===== config.mk =====
export PLATFORM = sky130hd
export DESIGN_NAME = imm_decode_stage_flat
export DESIGN_NICKNAME = d
export VERILOG_FILES = /design/src/rtl/imm_decode_stage_pkg.sv /design/src/rtl/imm_decode_stage_if.sv /design/src/rtl/imm_decode_stage_skid_buffer.sv /design/src/rtl/imm_decode_stage.sv /design/src/flat_wrapper.sv
export SDC_FILE = /design/constraint.sdc
export NUM_CORES = 1
export LEC_CHECK = 0
export ABC_AREA = 1
export CAP_MARGIN = 30
export CORE_UTILIZATION = 45
export CTS_BUF_LIST = sky130_fd_sc_hd__clkbuf_8
export CTS_CLUSTER_SIZE = 20
export DETAILED_ROUTE_END_ITERATION = 12
export MAX_ROUTING_LAYER = met4
export PLACE_DENSITY = 0.74
export SKIP_LAST_GASP = 1
export SLEW_MARGIN = 20
export SYNTH_ARGS = -nofsm -noshare
export SYNTH_HDL_FRONTEND = slang
export SYNTH_SLANG_ARGS = --single-unit

===== constraint.sdc =====
create_clock -name clock -period 1.65 [get_ports clock]
set_input_delay 0.33 -clock clock [delete_from_list [all_inputs] [get_ports clock]]
set_output_delay 0.33 -clock clock [all_outputs]
set_load 0.02 [all_outputs]

===== src/rtl/imm_decode_stage_pkg.sv =====
// imm_decode_stage_pkg
// Shared types and helpers for the immediate decode stage:
//   - opcode enumeration and instruction field positions
//   - decoded bundle layout carried through the skid buffer
//   - skid buffer occupancy states
//   - decode_ctrl / decode_instr: combinational opcode decode
package imm_decode_stage_pkg;

  localparam int unsigned INSTR_W = 16;
  localparam int unsigned FIELD_W = 4;

  localparam int unsigned OPC_LSB = 12;
  localparam int unsigned RD_LSB  = 8;
  localparam int unsigned RS_LSB  = 4;
  localparam int unsigned IMM_LSB = 0;

  localparam int unsigned COUNT_W = 16;

  typedef enum logic [FIELD_W-1:0] {
    OP_ADD  = 4'd0,
    OP_SUB  = 4'd1,
    OP_AND  = 4'd2,
    OP_OR   = 4'd3,
    OP_ADDI = 4'd4,
    OP_SUBI = 4'd5,
    OP_LDR  = 4'd6,
    OP_STR  = 4'd7,
    OP_B    = 4'd8
  } opcode_e;

  typedef enum logic [1:0] {
    ST_EMPTY = 2'd0,
    ST_ONE   = 2'd1,
    ST_FULL  = 2'd2
  } skid_state_e;

  typedef struct packed {
    logic use_imm;
    logic illegal;
  } ctrl_t;

  typedef struct packed {
    logic [FIELD_W-1:0] opcode;
    logic [FIELD_W-1:0] rd;
    logic [FIELD_W-1:0] rs;
    logic [FIELD_W-1:0] imm4;
    logic               use_imm;
    logic               illegal;
  } bundle_t;

  localparam int unsigned BUNDLE_W = $bits(bundle_t);

  // Operand-B source and legality for one opcode.
  function automatic ctrl_t decode_ctrl(input logic [FIELD_W-1:0] opc);
    ctrl_t c;
    c = '0;
    case (opcode_e'(opc))
      OP_ADD, OP_SUB, OP_AND, OP_OR:               c.use_imm = 1'b0;
      OP_ADDI, OP_SUBI, OP_LDR, OP_STR, OP_B:      c.use_imm = 1'b1;
      default:                                     c.illegal = 1'b1;
    endcase
    return c;
  endfunction

  // Split an instruction word into the decoded bundle.
  function automatic bundle_t decode_instr(input logic [INSTR_W-1:0] instr);
    bundle_t b;
    ctrl_t   c;
    b.opcode  = instr[OPC_LSB +: FIELD_W];
    b.rd      = instr[RD_LSB  +: FIELD_W];
    b.rs      = instr[RS_LSB  +: FIELD_W];
    b.imm4    = instr[IMM_LSB +: FIELD_W];
    c         = decode_ctrl(b.opcode);
    b.use_imm = c.use_imm;
    b.illegal = c.illegal;
    return b;
  endfunction

endpackage


===== src/rtl/imm_decode_stage_if.sv =====
// imm_decode_stage_if
// Upstream instruction handshake plus downstream decoded-bundle handshake.
//   master: drives in_valid/in_instr/out_ready, observes the rest
//   slave : the decode stage; drives in_ready and all out_* fields
interface imm_decode_stage_if;
  import imm_decode_stage_pkg::*;

  logic               in_valid;
  logic               in_ready;
  logic [INSTR_W-1:0] in_instr;

  logic               out_valid;
  logic               out_ready;
  logic [FIELD_W-1:0] out_opcode;
  logic [FIELD_W-1:0] out_rd;
  logic [FIELD_W-1:0] out_rs;
  logic [FIELD_W-1:0] out_imm4;
  logic               out_use_imm;
  logic               out_illegal;

  modport master (
    output in_valid, in_instr, out_ready,
    input  in_ready, out_valid, out_opcode, out_rd, out_rs, out_imm4,
           out_use_imm, out_illegal
  );

  modport slave (
    input  in_valid, in_instr, out_ready,
    output in_ready, out_valid, out_opcode, out_rd, out_rs, out_imm4,
           out_use_imm, out_illegal
  );

endinterface


===== src/rtl/imm_decode_stage_skid_buffer.sv =====
// imm_decode_stage_skid_buffer
// Two-entry valid/ready register slice with a generic payload.
// in_ready_o is a flop, so there is no path from out_ready_i to in_ready_o;
// the skid entry absorbs the word accepted while the output stalls.
//   clock, reset_n        : clock, async active-low reset
//   in_valid_i/in_ready_o : upstream handshake, in_data_i payload
//   out_valid_o/out_ready_i: downstream handshake, out_data_o payload
module imm_decode_stage_skid_buffer
  import imm_decode_stage_pkg::*;
#(
  parameter int unsigned WIDTH = 8
) (
  input  logic             clock,
  input  logic             reset_n,
  input  logic             in_valid_i,
  output logic             in_ready_o,
  input  logic [WIDTH-1:0] in_data_i,
  output logic             out_valid_o,
  input  logic             out_ready_i,
  output logic [WIDTH-1:0] out_data_o
);

  skid_state_e      state_q, state_d;
  logic             ready_q, ready_d;
  logic             valid_q, valid_d;
  logic [WIDTH-1:0] out_q,   out_d;
  logic [WIDTH-1:0] skid_q,  skid_d;
  logic             in_xfer;
  logic             out_xfer;

  // State and datapath registers.
  always_ff @(posedge clock or negedge reset_n) begin
    if (!reset_n) begin
      state_q <= ST_EMPTY;
      ready_q <= 1'b0;
      valid_q <= 1'b0;
      out_q   <= '0;
      skid_q  <= '0;
    end else begin
      state_q <= state_d;
      ready_q <= ready_d;
      valid_q <= valid_d;
      out_q   <= out_d;
      skid_q  <= skid_d;
    end
  end

  // Occupancy transitions and data movement.
  always_comb begin
    state_d  = state_q;
    out_d    = out_q;
    skid_d   = skid_q;
    in_xfer  = in_valid_i && ready_q;
    out_xfer = valid_q && out_ready_i;

    case (state_q)
      ST_EMPTY: begin
        if (in_xfer) begin
          out_d   = in_data_i;
          state_d = ST_ONE;
        end
      end
      ST_ONE: begin
        if (in_xfer && out_xfer) begin
          out_d = in_data_i;
        end else if (in_xfer) begin
          skid_d  = in_data_i;
          state_d = ST_FULL;
        end else if (out_xfer) begin
          state_d = ST_EMPTY;
        end
      end
      ST_FULL: begin
        // ready_q is low here, so only the drain can happen.
        if (out_xfer) begin
          out_d   = skid_q;
          state_d = ST_ONE;
        end
      end
      default: state_d = ST_EMPTY;
    endcase

    // Flags track the next state so they stay in step with state_q.
    ready_d = (state_d != ST_FULL);
    valid_d = (state_d != ST_EMPTY);
  end

  assign in_ready_o  = ready_q;
  assign out_valid_o = valid_q;
  assign out_data_o  = out_q;

endmodule


===== src/rtl/imm_decode_stage.sv =====
// imm_decode_stage
// Decodes 16-bit instruction words (opcode/rd/rs/imm4) in front of a
// two-entry skid buffer and presents the decoded bundle downstream.
// Ports:
//   clock, reset_n : clock, async active-low reset
//   bus (slave)    : in_valid/in_ready/in_instr, out_valid/out_ready and
//                    out_opcode/out_rd/out_rs/out_imm4/out_use_imm/out_illegal
//   instr_count    : bundles accepted downstream (wraps)
//   illegal_seen   : sticky, an illegal opcode went through
// Build option DECODE_ILLEGAL_DROP_EN: illegal words are swallowed at the
// input (still handshaken), flagged in illegal_seen, and never forwarded.
module imm_decode_stage
  import imm_decode_stage_pkg::*;
(
  input  logic               clock,
  input  logic               reset_n,
  imm_decode_stage_if.slave  bus,
  output logic [COUNT_W-1:0] instr_count,
  output logic               illegal_seen
);

  bundle_t             dec_c;
  bundle_t             out_bundle;
  logic [BUNDLE_W-1:0] push_data;
  logic [BUNDLE_W-1:0] pop_data;
  logic                push_valid;
  logic                out_xfer;
  logic                seen_set;
  logic [COUNT_W-1:0]  instr_count_q;
  logic                illegal_seen_q;

  // Combinational decode ahead of the register slice.
  assign dec_c     = decode_instr(bus.in_instr);
  assign push_data = dec_c;

`ifdef DECODE_ILLEGAL_DROP_EN
  // Illegal words are handshaken upstream but never enter the buffer.
  assign push_valid = bus.in_valid && !dec_c.illegal;
  assign seen_set   = bus.in_valid && bus.in_ready && dec_c.illegal;
`else
  assign push_valid = bus.in_valid;
  assign seen_set   = out_xfer && out_bundle.illegal;
`endif

  imm_decode_stage_skid_buffer #(
    .WIDTH (BUNDLE_W)
  ) u_skid (
    .clock       (clock),
    .reset_n     (reset_n),
    .in_valid_i  (push_valid),
    .in_ready_o  (bus.in_ready),
    .in_data_i   (push_data),
    .out_valid_o (bus.out_valid),
    .out_ready_i (bus.out_ready),
    .out_data_o  (pop_data)
  );

  assign out_bundle      = bundle_t'(pop_data);
  assign bus.out_opcode  = out_bundle.opcode;
  assign bus.out_rd      = out_bundle.rd;
  assign bus.out_rs      = out_bundle.rs;
  assign bus.out_imm4    = out_bundle.imm4;
  assign bus.out_use_imm = out_bundle.use_imm;
  assign bus.out_illegal = out_bundle.illegal;

  assign out_xfer = bus.out_valid && bus.out_ready;

  // Delivered-bundle counter and sticky illegal flag.
  always_ff @(posedge clock or negedge reset_n) begin
    if (!reset_n) begin
      instr_count_q  <= '0;
      illegal_seen_q <= 1'b0;
    end else begin
      if (out_xfer) begin
        instr_count_q <= instr_count_q + COUNT_W'(1);
      end
      if (seen_set) begin
        illegal_seen_q <= 1'b1;
      end
    end
  end

  assign instr_count  = instr_count_q;
  assign illegal_seen = illegal_seen_q;

endmodule


===== src/flat_wrapper.sv =====
// flat-port wrapper written by rule: the top's interface ports become plain ports
module imm_decode_stage_flat import imm_decode_stage_pkg::*;
  (clock, reset_n, instr_count, illegal_seen, bus_in_valid, bus_in_instr, bus_out_ready, bus_in_ready, bus_out_valid, bus_out_opcode, bus_out_rd, bus_out_rs, bus_out_imm4, bus_out_use_imm, bus_out_illegal);
  imm_decode_stage_if bus_i ();
  input  logic clock;
  input  logic reset_n;
  output logic [COUNT_W-1:0] instr_count;
  output logic illegal_seen;
  input wire logic [$bits(bus_i.in_valid)-1:0] bus_in_valid;
  input wire logic [$bits(bus_i.in_instr)-1:0] bus_in_instr;
  input wire logic [$bits(bus_i.out_ready)-1:0] bus_out_ready;
  output wire logic [$bits(bus_i.in_ready)-1:0] bus_in_ready;
  output wire logic [$bits(bus_i.out_valid)-1:0] bus_out_valid;
  output wire logic [$bits(bus_i.out_opcode)-1:0] bus_out_opcode;
  output wire logic [$bits(bus_i.out_rd)-1:0] bus_out_rd;
  output wire logic [$bits(bus_i.out_rs)-1:0] bus_out_rs;
  output wire logic [$bits(bus_i.out_imm4)-1:0] bus_out_imm4;
  output wire logic [$bits(bus_i.out_use_imm)-1:0] bus_out_use_imm;
  output wire logic [$bits(bus_i.out_illegal)-1:0] bus_out_illegal;
  assign bus_i.in_valid = bus_in_valid;
  assign bus_i.in_instr = bus_in_instr;
  assign bus_i.out_ready = bus_out_ready;
  assign bus_in_ready = bus_i.in_ready;
  assign bus_out_valid = bus_i.out_valid;
  assign bus_out_opcode = bus_i.out_opcode;
  assign bus_out_rd = bus_i.out_rd;
  assign bus_out_rs = bus_i.out_rs;
  assign bus_out_imm4 = bus_i.out_imm4;
  assign bus_out_use_imm = bus_i.out_use_imm;
  assign bus_out_illegal = bus_i.out_illegal;
  imm_decode_stage u_core (.clock(clock), .reset_n(reset_n), .bus(bus_i), .instr_count(instr_count), .illegal_seen(illegal_seen));
endmodule

Yosys cells after proc, flatten, opt, wreduce, memory -nomap -nowiden. Index checks and enable logic that the tools add are counted. W data, S select, Z words.

Flip-flop bits (word level): 57. Input bits: 20. Output and inout port bits: 37.

Add/subtract/negate cells: 1. Eq/ne operators: 14. Mux-type cells: 12. Bitwise gates (word level): 1. Reductions and logical operators: 12.

Operator list (number): $mux W18 (3); $pmux W18 S3 (1); $add A16 B1 Y16 const B (1); $eq A4 B3 Y1 const B (4); $mux W2 (5); $reduce_or A9 Y1 (1); $eq A4 B2 Y1 const B (2); $ne A2 B2 Y1 const B (3); $pmux W2 S3 (1); $reduce_or A5 Y1 (1); $eq A4 B1 Y1 const B (1); $eq A4 B4 Y1 const B (1); $logic_and A1 B1 Y1 (4); $logic_not A4 Y1 (1); $reduce_and A4 Y1 (1); $reduce_and A3 Y1 (1); $reduce_bool A3 Y1 (1); $eq A2 B1 Y1 const B (1); $eq A2 B2 Y1 const B (1); $logic_not A2 Y1 (1); $mux W1 (2); $ne A2 B1 Y1 const B (1); $reduce_bool A2 Y1 (1); $not A1 Y1 (1).

Longest topological paths before layout.
Depth after elaboration: 6. Mapped depth: 8. Mapped depth without buffers: 8.

Cells and area by module. Synthesis repeated with hierarchy kept, for this count alone.

Cells, all modules: 346. Area total of the unflattened synthesis: 2800.2 sq um.

Modules (own cells, without submodules): imm_decode_stage_skid_buffer (instances 1, cells each 233, area each 1856.8 sq um); imm_decode_stage (instances 1, cells each 113, area each 943.4 sq um).

Least setup slack after synthesis. No wires, ideal clock.

Kind: reg2reg. From: reg u_core.instr_count_q[0] (netlist: u_core.instr_count[0]). To: reg u_core.instr_count_q[12] (netlist: u_core.instr_count[12]). Data arrival time: 1.255 ns. Slack: 0.282 ns. Cell stages (with the launch flop): 9. Buffers on the path: 0. Clock period less this slack: 1.368 ns. Cell sequence: dfrtp_1 > ha_1 > nand2_1 > nor2_1 > nand2_1 > nor2_1 > nand3_1 > nand2_1 > inv_1.

Longest elaborated chain between the ends: 1.

RTL lines: start: declaration (line imm_decode_stage.sv:29) `logic [COUNT_W-1:0] instr_count_q;`; start signal: assignment (line imm_decode_stage.sv:75) `instr_count_q <= instr_count_q + COUNT_W'(1);`; $add A16 B1 Y16 (line imm_decode_stage.sv:75).

Every way passes these cells. A chain may end at the register's enable or synchronous reset.

Worst setup path in the final report.
From: reg u_core.u_skid.ready_q (netlist: u_core.u_skid.in_ready_o). To: out bus_in_ready.

RTL lines: start: declaration (line imm_decode_stage_skid_buffer.sv:24) `logic ready_q, ready_d;`; start signal: assignment (line imm_decode_stage_skid_buffer.sv:41) `ready_q <= ready_d;`; end: declaration (line flat_wrapper.sv:12) `output wire logic [$bits(bus_i.in_ready)-1:0] bus_in_ready;`.

No word-level cell between the ends.

==> key figures <==
Run status
  • Outcome: completed

Clock tree
  • Worst-skew pair later-pin latency: 0.32 ns
  • CTS hold repair buffers: 0
  • H-tree depth: 3
  • CTS buffer count: 9
  • Root cell of the clock tree: clkbuf_8
  • Clk buf depth: 2
  • Worst-path clk slew: 0.06 ns
  • CTS sink count: 57
  • Setup bufs post-CTS: 0
  • CTS tree: yes

Pwr
  • Leakage power: 1.91 nW
  • Pwr Total: 0.00595 W
  • Max IR drop VDD: 0.956 mV
  • PwrDens: 1710 nW/um^2

Layout
  • Count of non-filler cells in the finished layout: 462
  • Layout cells sized above 1: 0.0949
  • Register Area: 1430 um^2
  • Ant diodes: 0
  • Number of fill cells in the layout: 529
  • Area delta synth->final: 32.2%
  • Fin nets: 408
  • Area of the multi-input gates: 1010 um^2

Timing
  • Final Slew Violations: 0
  • Crit path time final: 1.62 ns
  • Worst Skew: 0.00705 ns
  • Setup-failing EPs final: 0
  • Crit share post-route: 0.981
  • RSZ-0062 raised after global routing: no
  • Worst-margin pin slew: 0.306 ns
  • Hold_ws: 0.00668 ns
  • Max Clock Freq: 0.618 GHz
  • Final Hold Vio Count: 0
  • Max-slew headroom: 0.794
  • Setup TNS: 0 ns

Hold path
  • Hold Crit Class: input port to async pin

Synth
  • Post-synth top area share: 0.541
  • FF+latch count, synth: 57
  • Number of synthesized flops with an enable pin: 0
  • Synth warn: 0
  • Gate Count Post-Synth: 321
  • Synth area leader: dfrtp_1
  • Seq/Total Area, Yosys: 0.541
  • Most frequent cells after synthesis: nand2_1, dfrtp_1, inv_1, nor2_1, o21ai_0
  • Synthesized area: 2640 um^2
  • Mean Syn Cell Area: 8.21 um^2
  • Mapped Nets: 342
  • Yosys cell types: 25
  • Top post-synthesis cells by area: dfrtp_1, nand2_1, inv_1
  • Asr flop ratio synth: 1.00
  • Top-count cell post-synth: nand2_1
  • Synth Flop Type: dfrtp_1

Routing
  • Avg WL per Cell: 11.4 um
  • DRT Pass-1 Iters: 4
  • Met3 wire length: 215 um
  • Initial drt markers: 116
  • Total wire length: 5.24 mm
  • Highest Signal Layer: met4
  • DR vias: 2208
  • Met2 routed WL: 2.45 mm
  • Vias per inst: 4.78
  • Met1 Routed Length: 2.45 mm
  • DRT antenna net count: 0
  • DRC viols: 0

Setup path
  • Kind of critical path: flip-flop to primary output
  • Critical path's slowest cell: clkdlybuf4s50_1
  • Crit path max-delay family: buffers and inverters
  • Crit-path cells: clkdlybuf4s50_1
  • Critical path data arrival time: 1.29 ns
  • Max FO, Critical Path: 2
  • Endpoint type of the worst setup path: primary output
  • CP required: 1.32 ns
  • Worst path max stage delay: 0.61 ns
  • Bufs and invs on worst path: 1
  • CP Launch Type: flip-flop

Die
  • Initial Utilization: 0.473
  • Die Ht: 78.5 um
  • Cell Rows: 27
  • Ports: 57
  • Die area: 6170 um^2
  • Die width: 78.5 um
  • Core area: 5570 um^2

Place
  • Dpl cells: 448
  • Input/output buffers: 56
  • HPWL after DPL: 3.74 mm
  • RD Place Congestion: 0.801

Global routing
  • GRT Total Usage: 0.205
  • Largest net degree at the start of global routing: 58
  • Grt total ovfl: 0
  • Global-route wire length before repair: 9.52 mm
  • Initial antenna violation count: 0
  • Vias in the first global route: 2135

Flow run
  • Number of max-cap violations: 0
layout make-up:
cell class,instances,area share
clock buffers,11,0.0434
clock inverters,3,0.00323
inverters,38,0.0420
multi-input cells,217,0.289
flip-flops and latches,57,0.409
well taps,72,0.0258
repair buffers,64,0.187
final timing paths:
path / from / slack, ns / cells past startpoint / end
max in group asynchronous: reset_n / 1.39 / 2 / u_core.u_skid.skid_q[14]$_DFFE_PN0P_
worst min-delay path: reset_n / 0.007 / 2 / u_core.instr_count[3]$_DFFE_PN0P_
worst max register to register: u_core.u_skid.state_q[1]$_DFF_PN0_ / 0.23 / 5 / u_core.u_skid.out_data_o[15]$_DFFE_PN0P_
worst max-delay path: u_core.u_skid.in_ready_o$_DFF_PN0_ / 0.03 / 1 / bus_in_ready
worst min register to register: u_core.illegal_seen$_DFFE_PN0P_ / 0.46 / 1 / u_core.illegal_seen$_DFFE_PN0P_
min in group clock: u_core.illegal_seen$_DFFE_PN0P_ / 0.46 / 1 / u_core.illegal_seen$_DFFE_PN0P_
timing repair:
action,4_1_cts,5_1_grt
resized for setup,18,15
endpoints found under the hold margin,0,0
endpoints found under the setup margin,18,16
cell usage in the layout (no fill, tap or decap), drive strengths merged:
cell	count
nand4	5
or3b	1
nor2	33
nand3	10
xor2	5
clkbuf	11
clkinv	2
o21ai	23
ha	1
dlymetal6s2s	14
buf	9
a21o	1
nand2	120
clkdlybuf4s50	23
a21oi	13
inv	38
dlygate4sd2	18
dfrtp	57
xnor2	4
clkinvlp	1
nor3	1
power breakdown:
part / internal [W] / switching [W]
sequential: 0.00196 / 0.000350
clock: 0.000594 / 0.000494
combinational: 0.00104 / 0.00151
sequential cells by signal (all words and copies together) (netlist names):
register / cells
u_core.u_skid.out_valid_o: 1
u_core.u_skid.skid_q: 18
u_core.u_skid.state_q: 2
u_core.illegal_seen: 1
u_core.u_skid.in_ready_o: 1
u_core.instr_count: 16
u_core.u_skid.out_data_o: 18
cell families after synthesis:
logic type / after synthesis / synth area share
compound gates: 37 / 0.0826
flops: 57 / 0.541
xor+xnor: 9 / 0.0299
simple gates: 170 / 0.265
fa+ha+maj: 1 / 0.00475
buf+inv: 47 / 0.0769
layer usage:
layer | GRT usage | up-vias
met1 | 0.265 | 1016
met4 | 0.117 | 0
met2 | 0.302 | 60
li1 | - | 1119
met3 | 0.0384 | 13
met5 | - | -
metrics by stage:
stage	setup slack (ns)	utilization	area, um^2
finish	0.0312	0.625	3490
global route	0.00191	0.625	3490
CTS	0.0119	0.618	3450
detailed placement	-0.0969	0.593	3310
global placement	-0.0432	0.593	3310
floorplan	0.282	-	2640
Note: power is estimated with default switching activity, not from simulation.
